===== config.mk =====
export PLATFORM = sky130hd
export DESIGN_NAME = dc_stage_q
export DESIGN_NICKNAME = d
export VERILOG_FILES = /design/src/rtl/dc_stage_q.sv
export SDC_FILE = /design/constraint.sdc
export NUM_CORES = 1
export LEC_CHECK = 0
export BUFFER_PORTS_ARGS = -buffer_cell sky130_fd_sc_hd__buf_2
export CAP_MARGIN = 10
export CORE_MARGIN = 1
export CORE_UTILIZATION = 60
export DETAILED_ROUTE_END_ITERATION = 8
export PLACE_DENSITY = 0.95
export SYNTH_ARGS = -nofsm -noshare
export SYNTH_HDL_FRONTEND = slang
export SYNTH_SLANG_ARGS = --single-unit

===== constraint.sdc =====
create_clock -name clk -period 10.79 [get_ports clk]
set_input_delay 2.158 -clock clk [delete_from_list [all_inputs] [get_ports clk]]
set_output_delay 2.158 -clock clk [all_outputs]
set_load 0.1 [all_outputs]

===== src/rtl/dc_stage_q.sv =====
// Decode/rename/dispatch stage feeding a circular decoded-instruction queue.
// Define DC_PERF_EN to build the stall/flush performance counters.
module dc_stage_q #(
  parameter int PREG_W = 7,
  parameter int ROB_W  = 3,
  parameter int LQ_W   = 2,
  parameter int SQ_W   = 2,
  parameter int QDEPTH = 4
) (
  input  logic                      clk,
  input  logic                      rst,
  input  logic                      IF_valid,
  input  logic [31:0]               DC_in_pc,
  input  logic [31:0]               DC_in_inst,
  input  logic                      DC_in_jump,
  output logic                      DC_ready,
  input  logic [PREG_W-1:0]         P_rs1,
  input  logic [PREG_W-1:0]         P_rs2,
  input  logic [PREG_W-1:0]         P_rd_new,
  input  logic [PREG_W-1:0]         P_rd_old,
  output logic [5:0]                A_rs1,
  output logic [5:0]                A_rs2,
  output logic [5:0]                A_rd,
  output logic                      allocate_rd,
  input  logic                      rob_ready,
  input  logic [ROB_W-1:0]          DC_rob_idx,
  output logic [31:0]               DC_pc,
  output logic [31:0]               DC_inst,
  output logic [PREG_W-1:0]         DC_P_rd_new,
  output logic [PREG_W-1:0]         DC_P_rd_old,
  output logic                      dispatch_valid,
  input  logic [LQ_W-1:0]           LQ_tail,
  input  logic [SQ_W-1:0]           SQ_tail,
  input  logic                      ld_ready,
  input  logic                      st_ready,
  input  logic                      IS_ready,
  output logic                      DC_valid,
  output logic [31:0]               DC_out_pc,
  output logic [31:0]               DC_out_inst,
  output logic [31:0]               DC_out_imm,
  output logic [4:0]                DC_out_op,
  output logic [2:0]                DC_out_f3,
  output logic [6:0]                DC_out_f7,
  output logic [PREG_W-1:0]         DC_out_P_rs1,
  output logic [PREG_W-1:0]         DC_out_P_rs2,
  output logic [PREG_W-1:0]         DC_out_P_rd,
  output logic [2:0]                DC_out_fu_sel,
  output logic [ROB_W-1:0]          DC_out_rob_idx,
  output logic [LQ_W-1:0]           DC_out_LQ_tail,
  output logic [SQ_W-1:0]           DC_out_SQ_tail,
  output logic                      DC_out_jump,
  input  logic                      mispredict,
  input  logic                      stall,
  output logic                      DC_mispredict,
  output logic [31:0]               DC_redirect_pc,
  output logic [$clog2(QDEPTH):0]   DC_count,
  output logic [31:0]               DC_perf_stall,
  output logic [31:0]               DC_perf_flush
);

  localparam int PW = $clog2(QDEPTH);
  localparam int CW = PW + 1;

  localparam logic [4:0] OP_LOAD  = 5'b00000;
  localparam logic [4:0] OP_FLOAD = 5'b00001;
  localparam logic [4:0] OP_I     = 5'b00100;
  localparam logic [4:0] OP_AUIPC = 5'b00101;
  localparam logic [4:0] OP_S     = 5'b01000;
  localparam logic [4:0] OP_FST   = 5'b01001;
  localparam logic [4:0] OP_R     = 5'b01100;
  localparam logic [4:0] OP_LUI   = 5'b01101;
  localparam logic [4:0] OP_F     = 5'b10100;
  localparam logic [4:0] OP_B     = 5'b11000;
  localparam logic [4:0] OP_JALR  = 5'b11001;
  localparam logic [4:0] OP_JAL   = 5'b11011;
  localparam logic [4:0] OP_CSR   = 5'b11100;

  typedef struct packed {
    logic [31:0]       pc;
    logic [31:0]       inst;
    logic [31:0]       imm;
    logic [4:0]        op;
    logic [2:0]        f3;
    logic [6:0]        f7;
    logic [PREG_W-1:0] prs1;
    logic [PREG_W-1:0] prs2;
    logic [PREG_W-1:0] prd;
    logic [ROB_W-1:0]  rob;
    logic [LQ_W-1:0]   lq;
    logic [SQ_W-1:0]   sq;
    logic [2:0]        fu;
    logic              jump;
  } entry_t;

  logic [31:0] i;
  logic [4:0]  op;
  logic [2:0]  f3;
  logic [6:0]  f7;
  logic [31:0] imm;
  logic [2:0]  fu;
  logic        is_ld, is_st, is_f, flush, full, push, pop;
  logic [PW-1:0] head, tail;
  logic [CW-1:0] count;
  entry_t mem [QDEPTH];
  entry_t wr, hd;

  assign i  = DC_in_inst;
  assign op = i[6:2];
  assign f3 = i[14:12];
  assign f7 = i[31:25];

  assign is_ld = (op == OP_LOAD) || (op == OP_FLOAD);
  assign is_st = (op == OP_S) || (op == OP_FST);
  assign is_f  = (op == OP_F);

  assign A_rs1 = {is_f, i[19:15]};
  assign A_rs2 = {is_f || op == OP_FST, i[24:20]};
  assign A_rd  = {is_f || op == OP_FLOAD, i[11:7]};
  assign allocate_rd = !is_st && (op != OP_B) && (A_rd != 6'd0);

  always_comb begin
    imm = 32'd0;
    case (op)
      OP_B:     imm = {{20{i[31]}}, i[7], i[30:25], i[11:8], 1'b0};
      OP_JAL:   imm = {{12{i[31]}}, i[19:12], i[20], i[30:21], 1'b0};
      OP_I, OP_LOAD, OP_FLOAD, OP_JALR:
                imm = {{21{i[31]}}, i[30:20]};
      OP_S, OP_FST:
                imm = {{21{i[31]}}, i[30:25], i[11:7]};
      OP_LUI, OP_AUIPC:
                imm = {i[31:12], 12'd0};
      OP_CSR:   imm = {20'd0, i[31:20]};
      default:  imm = 32'd0;
    endcase
  end

  always_comb begin
    fu = 3'd0;
    unique case (1'b1)
      op == OP_R:  fu = (f7 == 7'd1) ? (f3[2] ? 3'd2 : 3'd1) : 3'd0;
      is_f:        fu = (f7[6:2] == 5'b00010) ? 3'd4 :
                        (f7[6:2] == 5'b00011) ? 3'd5 : 3'd3;
      is_ld:       fu = 3'd6;
      is_st:       fu = 3'd7;
      default:     fu = 3'd0;
    endcase
  end

  assign flush = mispredict || stall;
  assign full  = (count == CW'(QDEPTH));
  assign DC_ready = rob_ready && (!is_st || st_ready) && (!is_ld || ld_ready)
                 && !full && !flush;
  assign dispatch_valid = IF_valid && DC_ready;
  assign push = dispatch_valid;
  assign pop  = DC_valid && IS_ready && !flush;

  assign DC_pc       = DC_in_pc;
  assign DC_inst     = DC_in_inst;
  assign DC_P_rd_new = P_rd_new;
  assign DC_P_rd_old = P_rd_old;

  assign DC_mispredict  = IF_valid && (op == OP_JAL) && !DC_in_jump && DC_ready;
  assign DC_redirect_pc = DC_in_pc + imm;

  assign wr = '{pc: DC_in_pc, inst: i, imm: imm, op: op, f3: f3, f7: f7,
                prs1: P_rs1, prs2: P_rs2, prd: P_rd_new, rob: DC_rob_idx,
                lq: LQ_tail, sq: SQ_tail, fu: fu, jump: DC_in_jump};

  always_ff @(posedge clk) begin
    if (push) mem[tail] <= wr;
  end

  always_ff @(posedge clk) begin
    if (rst || flush) begin
      head  <= '0;
      tail  <= '0;
      count <= '0;
    end else begin
      if (push) tail <= tail + PW'(1);
      if (pop)  head <= head + PW'(1);
      if (push && !pop)      count <= count + CW'(1);
      else if (pop && !push) count <= count - CW'(1);
    end
  end

  assign DC_valid = (count != '0);
  assign DC_count = count;

  // Stale entries stay hidden so the head reads zero whenever empty.
  assign hd = DC_valid ? mem[head] : '0;

  assign DC_out_pc      = hd.pc;
  assign DC_out_inst    = hd.inst;
  assign DC_out_imm     = hd.imm;
  assign DC_out_op      = hd.op;
  assign DC_out_f3      = hd.f3;
  assign DC_out_f7      = hd.f7;
  assign DC_out_P_rs1   = hd.prs1;
  assign DC_out_P_rs2   = hd.prs2;
  assign DC_out_P_rd    = hd.prd;
  assign DC_out_fu_sel  = hd.fu;
  assign DC_out_rob_idx = hd.rob;
  assign DC_out_LQ_tail = hd.lq;
  assign DC_out_SQ_tail = hd.sq;
  assign DC_out_jump    = hd.jump;

`ifdef DC_PERF_EN
  logic [31:0] perf_stall, perf_flush;

  always_ff @(posedge clk) begin
    if (rst) begin
      perf_stall <= 32'd0;
      perf_flush <= 32'd0;
    end else begin
      if (IF_valid && !DC_ready) perf_stall <= perf_stall + 32'd1;
      if (flush)                 perf_flush <= perf_flush + 32'd1;
    end
  end

  assign DC_perf_stall = perf_stall;
  assign DC_perf_flush = perf_flush;
`else
  assign DC_perf_stall = 32'd0;
  assign DC_perf_flush = 32'd0;
`endif

endmodule


==> results.yml, run 1 <==
place:
  placed_cell_area_sq_mm: 0.0246
  gp_congestion: 0.911
  io_buffers: 373
  dpl.hpwl_um: 33900
detailed_routing:
  routed_wl_um: 54500
  routed-via-count: 13100
  drt_pass1_iterations: 5
  drcViolationCount: 0
  dr.first_iter.drc_count: 1045
  vias_per_cell: 5.95
  antenna_left: 0
  wl_per_cell_um: 24.9
floorplanning:
  dieHeight_um: 199
  core_sq_mm: 0.0379
  die_width_um: 199
  start_util_pct: 61.4
  io_pins: 452
  rows: 71
  die_area_sq_mm: 0.0396
sta:
  setup_tns_ps: 0
  period_minus_slack_ps: 8440
  setup_viol_count_final: 0
  min_period_over_period_pct: 78.2
  rsz0062_at_grt: "false"
  skew_ps: 28.4
  hold_viol: 0
  drv_slew: 0
  slew_headroom_pct: 23.2
  max_freq_ghz: 0.118
  worstMarginPinSlew_ps: 1150
critical_path:
  critPathMaxFanout: 22
  endpoint_kind: "primary output"
  path_class: "in -> out"
  cp.required_ps: 8630
  start_kind: "input port"
  critPathArrivalTime_ps: 6280
final_layout:
  final_area_sq_mm: 0.0263
  fillCellCount: 2397
  area_growth_pct: 12.8
  multi_input_area_sq_mm: 0.00642
  register_area_sq_mm: 0.0156
  drive_gt1_share_pct: 36.2
  nets: 1785
logic_synthesis:
  synth_cells: 1372
  synthTopCellsByCount: "edfxtp_1, buf_4, and2_1, mux4_2, nand2_1"
  synth_seq_cells: 521
  yosysSeqAreaShare_pct: 66.8
  synth_cell_types: 70
  yosys.area.top_type: "edfxtp_1"
  synth-edff-count: 512
  mappedNetlistArea_sq_mm: 0.0233
  yosysTopAreaCellShare_pct: 66.0
  yosysMostFrequentCell: "edfxtp_1"
  synth_warnings: 0
  synthArstFlopShare_pct: 0
  synthFlopType: "edfxtp_1"
  synth.area.top_cells: "edfxtp_1, mux4_2, buf_4, and2_1, ha_1"
  avgSynthCellArea_sq_um: 17.0
global_routing:
  grt_pass1_wl_um: 78900
  grt_max_degree: 113
  grt_pass1_vias: 13000
  antenna_found_initial: 2
  grt_overflow: 0
  grt_usage_pct: 27.5
clock_network:
  cts_setup_buffers: 0
  cts_resized: 0
  cts_buffers: 52
  cts-root-buf: "clkbuf_16"
  cts_tree: "yes"
  clk_path_buf_depth: 3
  cts.clk_slew.worst_paths_ps: 50
  cts_hold_buf: 0
  clk_latency_ps: 590
  cts_sinks: 521
  h-tree-depth: 2
status:
  status: "finished clean"
hold_path:
  hold_path_class: "reg -> reg"
pwr:
  leakagePower_nw: 9.92
  irDropWorstVdd_v: 0.000154
  cellPowerDensity_mw_per_mm2: 180
flow_run:
  maxCapViolCount: 0
## cell families after synthesis
kind of cell / synth area share (%)
AO/OA/AOI/OAI: 3.94
buffers and inverters: 6.81
adder cells (fa/ha/maj): 2.11
other: 0.0161
XOR/XNOR: 1.20
flip-flops: 66.8
AND/OR/NAND/NOR: 6.52
multiplexers: 12.6
## final timing paths
check,endpoint,cells past startpoint,start,slack (ps)
hold / removal,head[1],2,head[1],530
setup / recovery,DC_redirect_pc[27],14,DC_in_inst[5],2350
setup reg to reg,mem[3][124],4,DC_count[0],7330
hold reg to reg,head[1],2,head[1],530
## stage by stage
| step | util, % | instances | setup slack [ps] | hold WS, ps | power (mW) |
|---|---|---|---|---|---|
| 3_3_place_gp | 64.8 | 2095 | 2510 | 502 | 2.98 |
| 3_5_place_dp | 64.8 | 2095 | 2370 | 517 | 2.99 |
| 5_1_grt | 69.3 | 2194 | 2020 | 578 | 4.84 |
| 4_1_cts | 69.3 | 2193 | 2350 | 537 | 4.74 |
| 6_report | 69.3 | 2194 | 2350 | 531 | 4.72 |
| 2_1_floorplan | - | 1435 | 1220 | 485 | 2.91 |
## layout by cell type, fill, tap and decap left out, types with 4 or more instances in the layout
cell / n
a21o_1: 19
a21oi_1: 28
a22o_1: 5
and2_1: 137
and3_1: 6
and3_4: 4
buf_2: 373
buf_4: 7
bufinv_16: 5
clkbuf_1: 11
clkbuf_16: 53
clkinv_1: 11
clkinv_2: 10
clkinvlp_4: 5
conb_1: 64
dfxtp_1: 7
edfxtp_1: 512
ha_1: 36
inv_1: 11
mux2i_1: 5
mux4_2: 128
nand2_1: 55
nand2b_1: 4
nand3_1: 6
nand4_1: 8
nor2_1: 30
nor3_1: 8
o211ai_1: 5
o21a_1: 5
o21ai_0: 15
o21ai_1: 6
o21bai_1: 4
xnor2_1: 20
xor2_1: 10
## area by class of cell
| cell class | count | share of cell area, % |
|---|---|---|
| clock buffer | 64 | 5.21 |
| inverter | 11 | 0.157 |
| multi-input combinational | 671 | 24.4 |
| sequential | 521 | 59.2 |
| antenna | 1 | 0.00952 |
| timing repair buffer | 381 | 7.38 |
| tap | 511 | 2.43 |
| clock inverter | 34 | 1.16 |
## layer usage
metal  part of all wire (%)  track usage (%)  wire length (um)  up-vias
li1                       -                -                 -     5613
met1                     38             35.6             20800     6660
met2                     51             46.3             27700      682
met3                    8.4             6.39              4570       95
met4                    2.7             8.80              1480        2
met5                  0.024                0                13        -
## critical path, stage by stage
cell	delay, ps
buf_2	330
nand2b_1	170
a211oi_1	660
or2_2	310
and2_1	240
ha_1	250
and3_1	210
o211ai_1	90
a21oi_1	350
o2111ai_1	320
a311o_1	450
nand2_1	80
xor2_1	180
buf_2	450
## registers in the layout (all words and copies together), names as in the netlist, named ones only
| name | cells |
|---|---|
| tail | 2 |
| DC_count | 3 |
| mem | 512 |
| head | 2 |
## power by group
group	internal [mW]	total (mW)	switching [mW]	leakage [nW]
Clock	1.02	1.77	0.744	0.807
Combinational	0.106	0.716	0.610	4.29
Sequential	2.23	2.23	0.00235	4.82
Total	3.36	4.72	1.36	9.92
Note: power is estimated with default switching activity, not from simulation.
==> run 2: changes to the inputs <==
ABC_AREA = 1   (was unset)
CORE_UTILIZATION = 56   (was 60)
PLACE_DENSITY = 0.89   (was 0.95)
clock period = 8.3 ns   (was 10.79 ns; I/O delays follow)
==> run 2 against run 1 <==
Against the previous run: clock-buffer cell count decreased by 4; register-to-register slack got worse by 2400 ps; global-route usage increased by 1.8 points; cell area increased by 3.1%; largest power group unchanged; first-iteration DRC count increased by 77%; flip-flop and latch count unchanged; setup slack got worse by 1300 ps.
==> results.yml, run 2 <==
status:
  status: "finished clean"
clock_network:
  cts_hold_buf: 0
  cts_sinks: 521
  clk_path_buf_depth: 3
  cts_resized: 0
  cts-root-buf: "clkbuf_16"
  cts_tree: "yes"
  cts.clk_slew.worst_paths_ps: 60
  cts_buffers: 53
  h-tree-depth: 2
  clk_latency_ps: 610
  cts_setup_buffers: 0
floorplanning:
  rows: 75
  start_util_pct: 57.3
  die_area_sq_mm: 0.0440
  io_pins: 452
  core_sq_mm: 0.0422
  dieHeight_um: 210
  die_width_um: 210
sta:
  drv_slew: 0
  period_minus_slack_ps: 7240
  rsz0062_at_grt: "false"
  min_period_over_period_pct: 87.2
  setup_tns_ps: 0
  setup_viol_count_final: 0
  slew_headroom_pct: 16.6
  fin_ws_ps: 1060
  hold_viol: 0
  max_freq_ghz: 0.138
  skew_ps: 10.3
  worstMarginPinSlew_ps: 1250
critical_path:
  path_delay_family: "compound AO/OA/AOI/OAI gates"
  critPathMaxFanout: 11
  critPathCapture: "DC_redirect_pc[31]"
  crit_buf_inv: 4
  crit_cells: 17
  cpPeakStageDelay_ps: 730
  critPathArrivalTime_ps: 5580
  path_cells: "buf_2 -> inv_2 -> nor2_1 -> nand3_1 -> nand4_1 -> o21ai_1 -> o21ai_0 -> ha_1 -> nand2_1 -> inv_1 -> nand3_1 -> nor3b_1 -> nand2_1 -> nand2_1 -> nand3_1 -> nand2_1 -> buf_2"
  startpoint: "DC_in_inst[4]"
  r2r_start: "DC_count[0]"
  cp.required_ps: 6640
  regToRegEndpoint: "mem[0][131]"
  r2r_cells: 5
  path_class: "in -> out"
  endpoint_kind: "primary output"
  cp_common_cell: "nand2_1"
  rrSetupSlack_ps: 4970
  slowest_stage: "o21ai_1"
  start_kind: "input port"
logic_synthesis:
  synth-edff-count: 512
  yosysSeqAreaShare_pct: 64.3
  yosysMostFrequentCell: "nor2_1"
  synthTopCellsByCount: "nor2_1, edfxtp_1, o21ai_0, nand2_1, buf_4"
  synth_cell_types: 42
  synthFlopType: "edfxtp_1"
  synth_seq_cells: 521
  synth.area.top_cells: "edfxtp_1, nor2_1, o21ai_0, buf_4, a21oi_1"
  synth_cells: 2286
  synth_warnings: 0
  yosys.area.top_type: "edfxtp_1"
  mappedNetlistArea_sq_mm: 0.0242
  synthArstFlopShare_pct: 0
  avgSynthCellArea_sq_um: 10.6
  yosysTopAreaCellShare_pct: 63.6
pwr:
  p_total_mw: 6.13
  cellPowerDensity_mw_per_mm2: 226
  p_sw_mw: 1.83
  leakagePower_nw: 11.0
  power_frac_seq_pct: 47.4
  irDropWorstVdd_v: 0.000197
  comb_power_share_pct: 15.8
  intPower_mw: 4.29
  clkPwrFrac_pct: 36.7
  swShare_pct: 29.9
detailed_routing:
  routed-via-count: 17700
  drcViolationCount: 0
  drt_pass1_iterations: 8
  routed_wl_um: 65500
  antenna_left: 0
  vias_per_cell: 5.68
  wl_per_cell_um: 21.1
  dr.first_iter.drc_count: 1849
final_layout:
  top_register: "mem"
  drive_gt1_share_pct: 19.4
  final_area_sq_mm: 0.0271
  largest_reg_flops: 512
  final_cell_mix: "nor2_1, edfxtp_1, buf_2"
  area_growth_pct: 11.9
  nets: 2670
  final_common_cell: "nor2_1"
global_routing:
  grt_overflow: 0
  grt_pass1_vias: 16600
  grt_usage_pct: 29.3
  grt_pass1_wl_um: 97000
  grt_max_degree: 174
  antenna_found_initial: 4
place:
  dp_slack_ps: 1210
  dpl.hpwl_um: 42700
  gp_congestion: 0.923
  io_buffers: 373
  placed_cell_area_sq_mm: 0.0254
flow_run:
  maxCapViolCount: 0
hold_path:
  hold_path_class: "reg -> reg"
==> run 2: cell count changes in the layout (fill, tap and decap cells not counted), moves of 12 or more <==
cell / delta
nor2_1: +539
o21ai_0: +268
a21oi_1: +139
nand2_1: +137
and2_1: -136
mux4_2: -128
inv_1: +96
nand3_1: +25
xnor2_1: -20
a21o_1: -14
buf_4: +12
==> run 2: metal layers <==
metal | part of all wire [%] | GRT usage [%] | routed length, um | vias to the layer above
li1 | - | - | - | 8092
met1 | 39 | 38.7 | 25400 | 8429
met2 | 48 | 47.6 | 31700 | 974
met3 | 8.7 | 6.12 | 5690 | 157
met4 | 4.0 | 12.1 | 2620 | 4
met5 | 0.041 | 0 | 27 | -
==> run 2: worst min path at each step <==
stage | from | to | cells after the start
final | head[1] | register | 2
after global routing | head[1] | register | 2
after CTS | head[1] | register | 2
after detailed placement | head[1] | register | 2
after global placement | head[1] | register | 2
after floorplan | head[1] | register | 2
==> run 2: cell type report <==
type	count	area (sq um)
clock buffers	60	1350
clock inverters	39	290
inverters	110	420
diodes	1	2.50
multi-input cells	1444	6740
flip-flops and latches	521	15600
repair buffers	393	2030
fillers	3193	15200
well taps	539	674
==> run 2: per-stage QoR <==
stage	std cells	hold WS, ps	utilization (%)
after floorplan	2349	436	-
after global placement	3007	439	60.2
after detailed placement	3007	448	60.2
after CTS	3106	450	64.1
after global routing	3107	480	64.1
final	3107	457	64.1
==> run 2: power by group through the flow <==
stage / Clock, mW / Sequential [mW] / Combinational [mW]
floorplan: 0 / 2.97 / 0.829
global placement: 0 / 2.96 / 0.958
detailed placement: 0 / 2.96 / 0.963
CTS: 2.27 / 2.91 / 0.965
global route: 2.38 / 2.91 / 1.01
finish: 2.25 / 2.91 / 0.970
==> run 2: cell families (layout without fill, tap and decap cells) <==
| group | after synthesis | after routing | synth area share, % |
|---|---|---|---|
| xor+xnor | 19 | 19 | 0.688 |
| compound gates | 481 | 481 | 10.2 |
| simple gates | 842 | 842 | 13.8 |
| fa+ha+maj | 38 | 38 | 2.03 |
| flops | 521 | 521 | 64.3 |
| other cells | 1 | 65 | 0.0155 |
| buf+inv | 384 | 602 | 8.93 |
==> run 2: worst register-to-register path, delay by kind of cell (launching register included) <==
kind | cells | cell delay [ps]
flip-flops | 1 | 470
buffers and inverters | 1 | 670
AND/OR/NAND/NOR | 4 | 1770
